[src/rtl/stream_packer.sv]
// Packs a single-element ready/valid stream into MAX_OUTPUTS-lane words with a
// contiguous low-lane keep mask; words close when full, on in_last, or on flush.
module stream_packer #(
  parameter int  BIT_WIDTH   = 32,
  parameter int  MAX_OUTPUTS = 4,
  parameter type DATA_TYPE   = logic [BIT_WIDTH-1:0]
) (
  input  logic                               clk,
  input  logic                               rst,
  input  logic                               in_valid,
  input  DATA_TYPE                           in_data,
  input  logic                               in_last,
  output logic                               in_ready,
  input  logic                               flush,
  output logic                               out_valid,
  output DATA_TYPE [0:MAX_OUTPUTS-1]         out_data,
  output logic [MAX_OUTPUTS-1:0]             out_keep,
  output logic                               out_last,
  input  logic                               out_ready
);

  localparam int              CW       = $clog2(MAX_OUTPUTS + 1);
  localparam logic [CW-1:0]   CNT_FULL = CW'(MAX_OUTPUTS);

  if (MAX_OUTPUTS < 2) begin : g_check_lanes
    $fatal(1, "stream_packer: MAX_OUTPUTS must be >= 2");
  end
  if ($bits(DATA_TYPE) != BIT_WIDTH) begin : g_check_width
    $fatal(1, "stream_packer: $bits(DATA_TYPE) must equal BIT_WIDTH");
  end

  DATA_TYPE [0:MAX_OUTPUTS-1] lane_reg;
  DATA_TYPE [0:MAX_OUTPUTS-1] packed_word;
  logic [CW-1:0]              acnt_reg, acnt_next, cnt_base;
  logic                       sealed_reg, sealed_next;
  logic                       sealed_last_reg, sealed_last_next;
  logic [MAX_OUTPUTS-1:0]     lane_used, lane_we;
  logic                       xfer, accept, open_base;

  DATA_TYPE [0:MAX_OUTPUTS-1] out_data_reg;
  logic [MAX_OUTPUTS-1:0]     out_keep_reg;
  logic                       out_last_reg, out_valid_reg;

  assign xfer      = sealed_reg && (!out_valid_reg || out_ready);
  assign open_base = !sealed_reg || xfer;
  assign in_ready  = !rst && open_base;
  assign accept    = in_valid && in_ready;
  // A word leaving on this edge frees the buffer, so a new element starts at lane 0.
  assign cnt_base  = xfer ? '0 : acnt_reg;
  assign acnt_next = cnt_base + {{(CW-1){1'b0}}, accept};

  for (genvar gi = 0; gi < MAX_OUTPUTS; gi++) begin : g_lane
    assign lane_used[gi] = CW'(gi) < acnt_reg;
    assign lane_we[gi]   = accept && (cnt_base == CW'(gi));
  end

  always_comb begin
    packed_word = '0;
    for (int i = 0; i < MAX_OUTPUTS; i++) begin
      if (lane_used[i]) packed_word[i] = lane_reg[i];
    end
  end

  always_comb begin
    sealed_next      = sealed_reg && !xfer;
    sealed_last_next = sealed_last_reg;
    if (open_base && ((accept && (acnt_next == CNT_FULL || in_last)) ||
                      (flush && acnt_next != '0))) begin
      sealed_next      = 1'b1;
      sealed_last_next = accept && in_last;
    end
  end

  always_ff @(posedge clk or posedge rst) begin
    if (rst) begin
      acnt_reg        <= '0;
      sealed_reg      <= 1'b0;
      sealed_last_reg <= 1'b0;
      lane_reg        <= '0;
    end else begin
      acnt_reg        <= acnt_next;
      sealed_reg      <= sealed_next;
      sealed_last_reg <= sealed_last_next;
      for (int i = 0; i < MAX_OUTPUTS; i++) begin
        if (lane_we[i]) lane_reg[i] <= in_data;
      end
    end
  end

  // Output slot: refilled on xfer, otherwise only out_valid drops when drained.
  always_ff @(posedge clk or posedge rst) begin
    if (rst) begin
      out_data_reg  <= '0;
      out_keep_reg  <= '0;
      out_last_reg  <= 1'b0;
      out_valid_reg <= 1'b0;
    end else if (xfer) begin
      out_data_reg  <= packed_word;
      out_keep_reg  <= lane_used;
      out_last_reg  <= sealed_last_reg;
      out_valid_reg <= 1'b1;
    end else if (out_valid_reg && out_ready) begin
      out_valid_reg <= 1'b0;
    end
  end

  assign out_data  = out_data_reg;
  assign out_keep  = out_keep_reg;
  assign out_last  = out_last_reg;
  assign out_valid = out_valid_reg;

endmodule

[config.mk]
export PLATFORM = sky130hd
export DESIGN_NAME = stream_packer
export DESIGN_NICKNAME = d
export VERILOG_FILES = /design/src/rtl/stream_packer.sv
export SDC_FILE = /design/constraint.sdc
export NUM_CORES = 1
export LEC_CHECK = 0
export BUFFER_PORTS_ARGS = -buffer_cell sky130_fd_sc_hd__buf_2
export CAP_MARGIN = 5
export CORE_ASPECT_RATIO = 0.6
export CORE_UTILIZATION = 50
export DETAILED_ROUTE_END_ITERATION = 7
export GPL_TIMING_DRIVEN = 0
export PLACE_DENSITY_LB_ADDON = 0.15
export SETUP_SLACK_MARGIN = 0.2
export SLEW_MARGIN = 30
export SYNTH_ARGS = -nofsm -noshare
export SYNTH_HDL_FRONTEND = slang
export SYNTH_SLANG_ARGS = --single-unit
export TNS_END_PERCENT = 50
[constraint.sdc]
create_clock -name clk -period 7.51 [get_ports clk]
set_input_delay 0.3755 -clock clk [delete_from_list [all_inputs] [get_ports clk]]
set_output_delay 0.3755 -clock clk [all_outputs]
set_load 0.005 [all_outputs]
==> impl_metrics.yaml <==
yosys:
  ys_warn_count: 0
  ys_top_cells_by_area: "dfrtp_1 (66%), mux2_2 (10%), a22o_1 (8.4%), mux2_4 (4.5%), nand2_1 (2.5%)"
  yosysTopAreaCellShare_pct: 66.4
  avgSynthCellArea_um2: 14.9
  yosysSeqAreaShare_pct: 66.4
  ys_ff_latch: 267
  synth_cells: 675
  synth_top_cell_by_area: "dfrtp_1"
  syn_nets: 715
  syn_area_mm2: 0.0101
  yosysUniqueCellTypes: 32
detailed_routing:
  num_vias: 6412
  ant_nets: 0
  first_pass_iters: 4
  drc_errors: 0
  drt_wl_total_um: 25000
  vias_per_cell: 5.49
  routedWlPerCell_um: 21.4
  drt_iter0_markers: 437
clock_tree:
  post_cts_buffers: 0
  tritoncts: "yes"
  numClockSinks: 267
  clk_pin_slew_ns: 0.06
  cts-root-buf: "clkbuf_16"
  clock_latency_ns: 0.53
  clockBufferDepth: 3
  htree_levels: 1
  numCtsBuffers: 25
  cts_resized: 0
pwr:
  intPower_mw: 3.39
  p_sw_mw: 1.51
  ir_drop_mv: 0.174
  sw_frac_of_total_pct: 30.9
  cellLeakagePower_nw: 6.29
  clockPowerShare_pct: 25.0
  combPwrFrac_pct: 28.4
  p_per_area_mw_per_mm2: 399
  seqPwrFrac_pct: 46.6
place:
  dpl-instance-area_mm2: 0.0115
  gp_congestion: 0.823
  dpl.hpwl_um: 17900
  io_buffers: 172
floorplan:
  start_util_pct: 51.9
  die_area_mm2: 0.0207
  num_rows: 39
  coreArea_mm2: 0.0194
  ios: 173
  die_w_um: 185
  dieHeight_um: 112
global_routing:
  grt_max_degree: 34
  track_usage_pct: 25.1
  antenna_found_initial: 0
  grt_pass1_vias: 6816
  gr-total-overflow: 0
  grt_pass1_wl_um: 39300
sta:
  post-route-period-util_pct: 37.8
  fin_tns_setup_ns: 0
  relSlewSlack_pct: 60.7
  rsz0062_at_grt: "false"
  max_freq_ghz: 0.353
  drv_slew: 0
  min_period_ns: 2.84
  tightest_slew_ns: 0.587
  setup_violations: 0
  finalHoldViolations: 0
  skew_ns: 0.0161
status:
  run_status: "completed"
cells_and_area:
  drive_gt1_share_pct: 43.1
  fin_area_mm2: 0.0123
  layout_commonest_cell: "dfrtp_1"
  final_util_pct: 63.4
  layout_common_cells: "dfrtp_1 (267), buf_2 (203), a22o_1 (96)"
  fin_nets: 925
  syn_to_final_growth_pct: 22.1
  diodes: 0
critical_path:
  worstSetupStartpointType: "register"
  required_ns: 7.94
  end_kind: "register"
  critPathKind: "register to register"
  crit_fanout: 10
  crit_arrival_ns: 3.26
flow_run:
  drv_cap: 0
min_path:
  hold_path_class: "input pin to register"
worst max-delay path, cell delays in order (launching register included):
cell and delay, ns:
dfrtp_1 0.39, nand2b_1 0.19, nand2_1 0.29, clkbuf_1 0.36
and2_1 0.26, ha_1 0.18, ha_1 0.20, nor2b_1 0.13
a31o_2 0.23, or2_2 0.31, o211ai_1 0.19
power by group through the flow:
| stage | logic [mW] | clock network (mW) | registers, mW |
|---|---|---|---|
| floorplan | 0.874 | 0 | 2.24 |
| global placement | 1.34 | 0 | 2.27 |
| detailed placement | 1.40 | 0 | 2.30 |
| CTS | 1.41 | 1.25 | 2.28 |
| global route | 1.52 | 1.31 | 2.35 |
| finish | 1.39 | 1.22 | 2.28 |
cells in the mapped netlist:
master and count:
mux2_4 30, mux2_1 7, dfrtp_1 267, buf_2 31, clkbuf_1 7, nand4b_1 1, and2_1 2, nand4_4 1
a21oi_1 3, mux2_2 93, o21ai_0 33, a31oi_1 1, and3b_4 1, nor3_1 2, nor3_4 1, inv_1 1
a31o_2 1, nand2b_4 1, or2_2 1, a22o_1 96, nor2_1 6, o41ai_1 1, buf_6 3, ha_1 2
o211ai_1 2, nor4_4 1, nand2b_1 4, nor2b_1 1, nand2_1 68, nor2_8 1, buf_4 3, a21o_1 3
layer usage:
metal	global-route usage [%]	share of wire (%)
met5	0	0
met1	37.7	46
met3	5.86	8.3
met2	37.5	44
met4	5.29	1.3
path summary, 6_finish.rpt:
kind,endpoint,from,depth (start not counted),slack [ns]
worst max-delay path,sealed_last_reg,out_valid,10,4.67
worst min-delay path,lane_reg[17],in_data[17],2,0.13
worst max register to register,sealed_last_reg,out_valid,10,4.67
worst min register to register,out_data[125],lane_reg[125],1,0.49
max in group asynchronous,lane_reg[81],rst,7,5.94
min in group asynchronous,out_data[97],rst,3,0.47
area by class of cell:
| class | count | area [um^2] |
|---|---|---|
| buffer | 44 | 238 |
| clock buffer | 36 | 717 |
| clock inverter | 8 | 72.6 |
| fill | 1481 | 7090 |
| inverter | 1 | 7.51 |
| multi-input combinational | 363 | 3140 |
| sequential | 267 | 6680 |
| tap | 266 | 333 |
| timing repair buffer | 183 | 1100 |
timing repair:
| action | in CTS | in global routing |
|---|---|---|
| hold buffers | 1 | 0 |
| endpoints found under the setup margin | 0 | 0 |
| hold endpoints to repair | 18 | 0 |
cells by family after synthesis:
| family | Yosys count | share of synthesized area [%] |
|---|---|---|
| buffers and inverters | 45 | 2.40 |
| flip-flops | 267 | 66.4 |
| AND/OR/NAND/NOR | 91 | 4.49 |
| multiplexers | 130 | 15.7 |
| AO/OA/AOI/OAI | 140 | 10.8 |
| adder cells (fa/ha/maj) | 2 | 0.249 |
per-stage QoR:
step | worst slack, ns | total power, mW | std cells | hold slack (ns)
2_1_floorplan | 2.63 | 3.11 | 675 | 0.459
3_3_place_gp | 1.19 | 3.60 | 1113 | 0.461
3_5_place_dp | 4.59 | 3.70 | 1123 | 0.455
4_1_cts | 4.66 | 4.94 | 1168 | 0.115
5_1_grt | 4.47 | 5.18 | 1168 | 0.121
6_report | 4.67 | 4.90 | 1168 | 0.130
(Power assumes the default switching activity.)
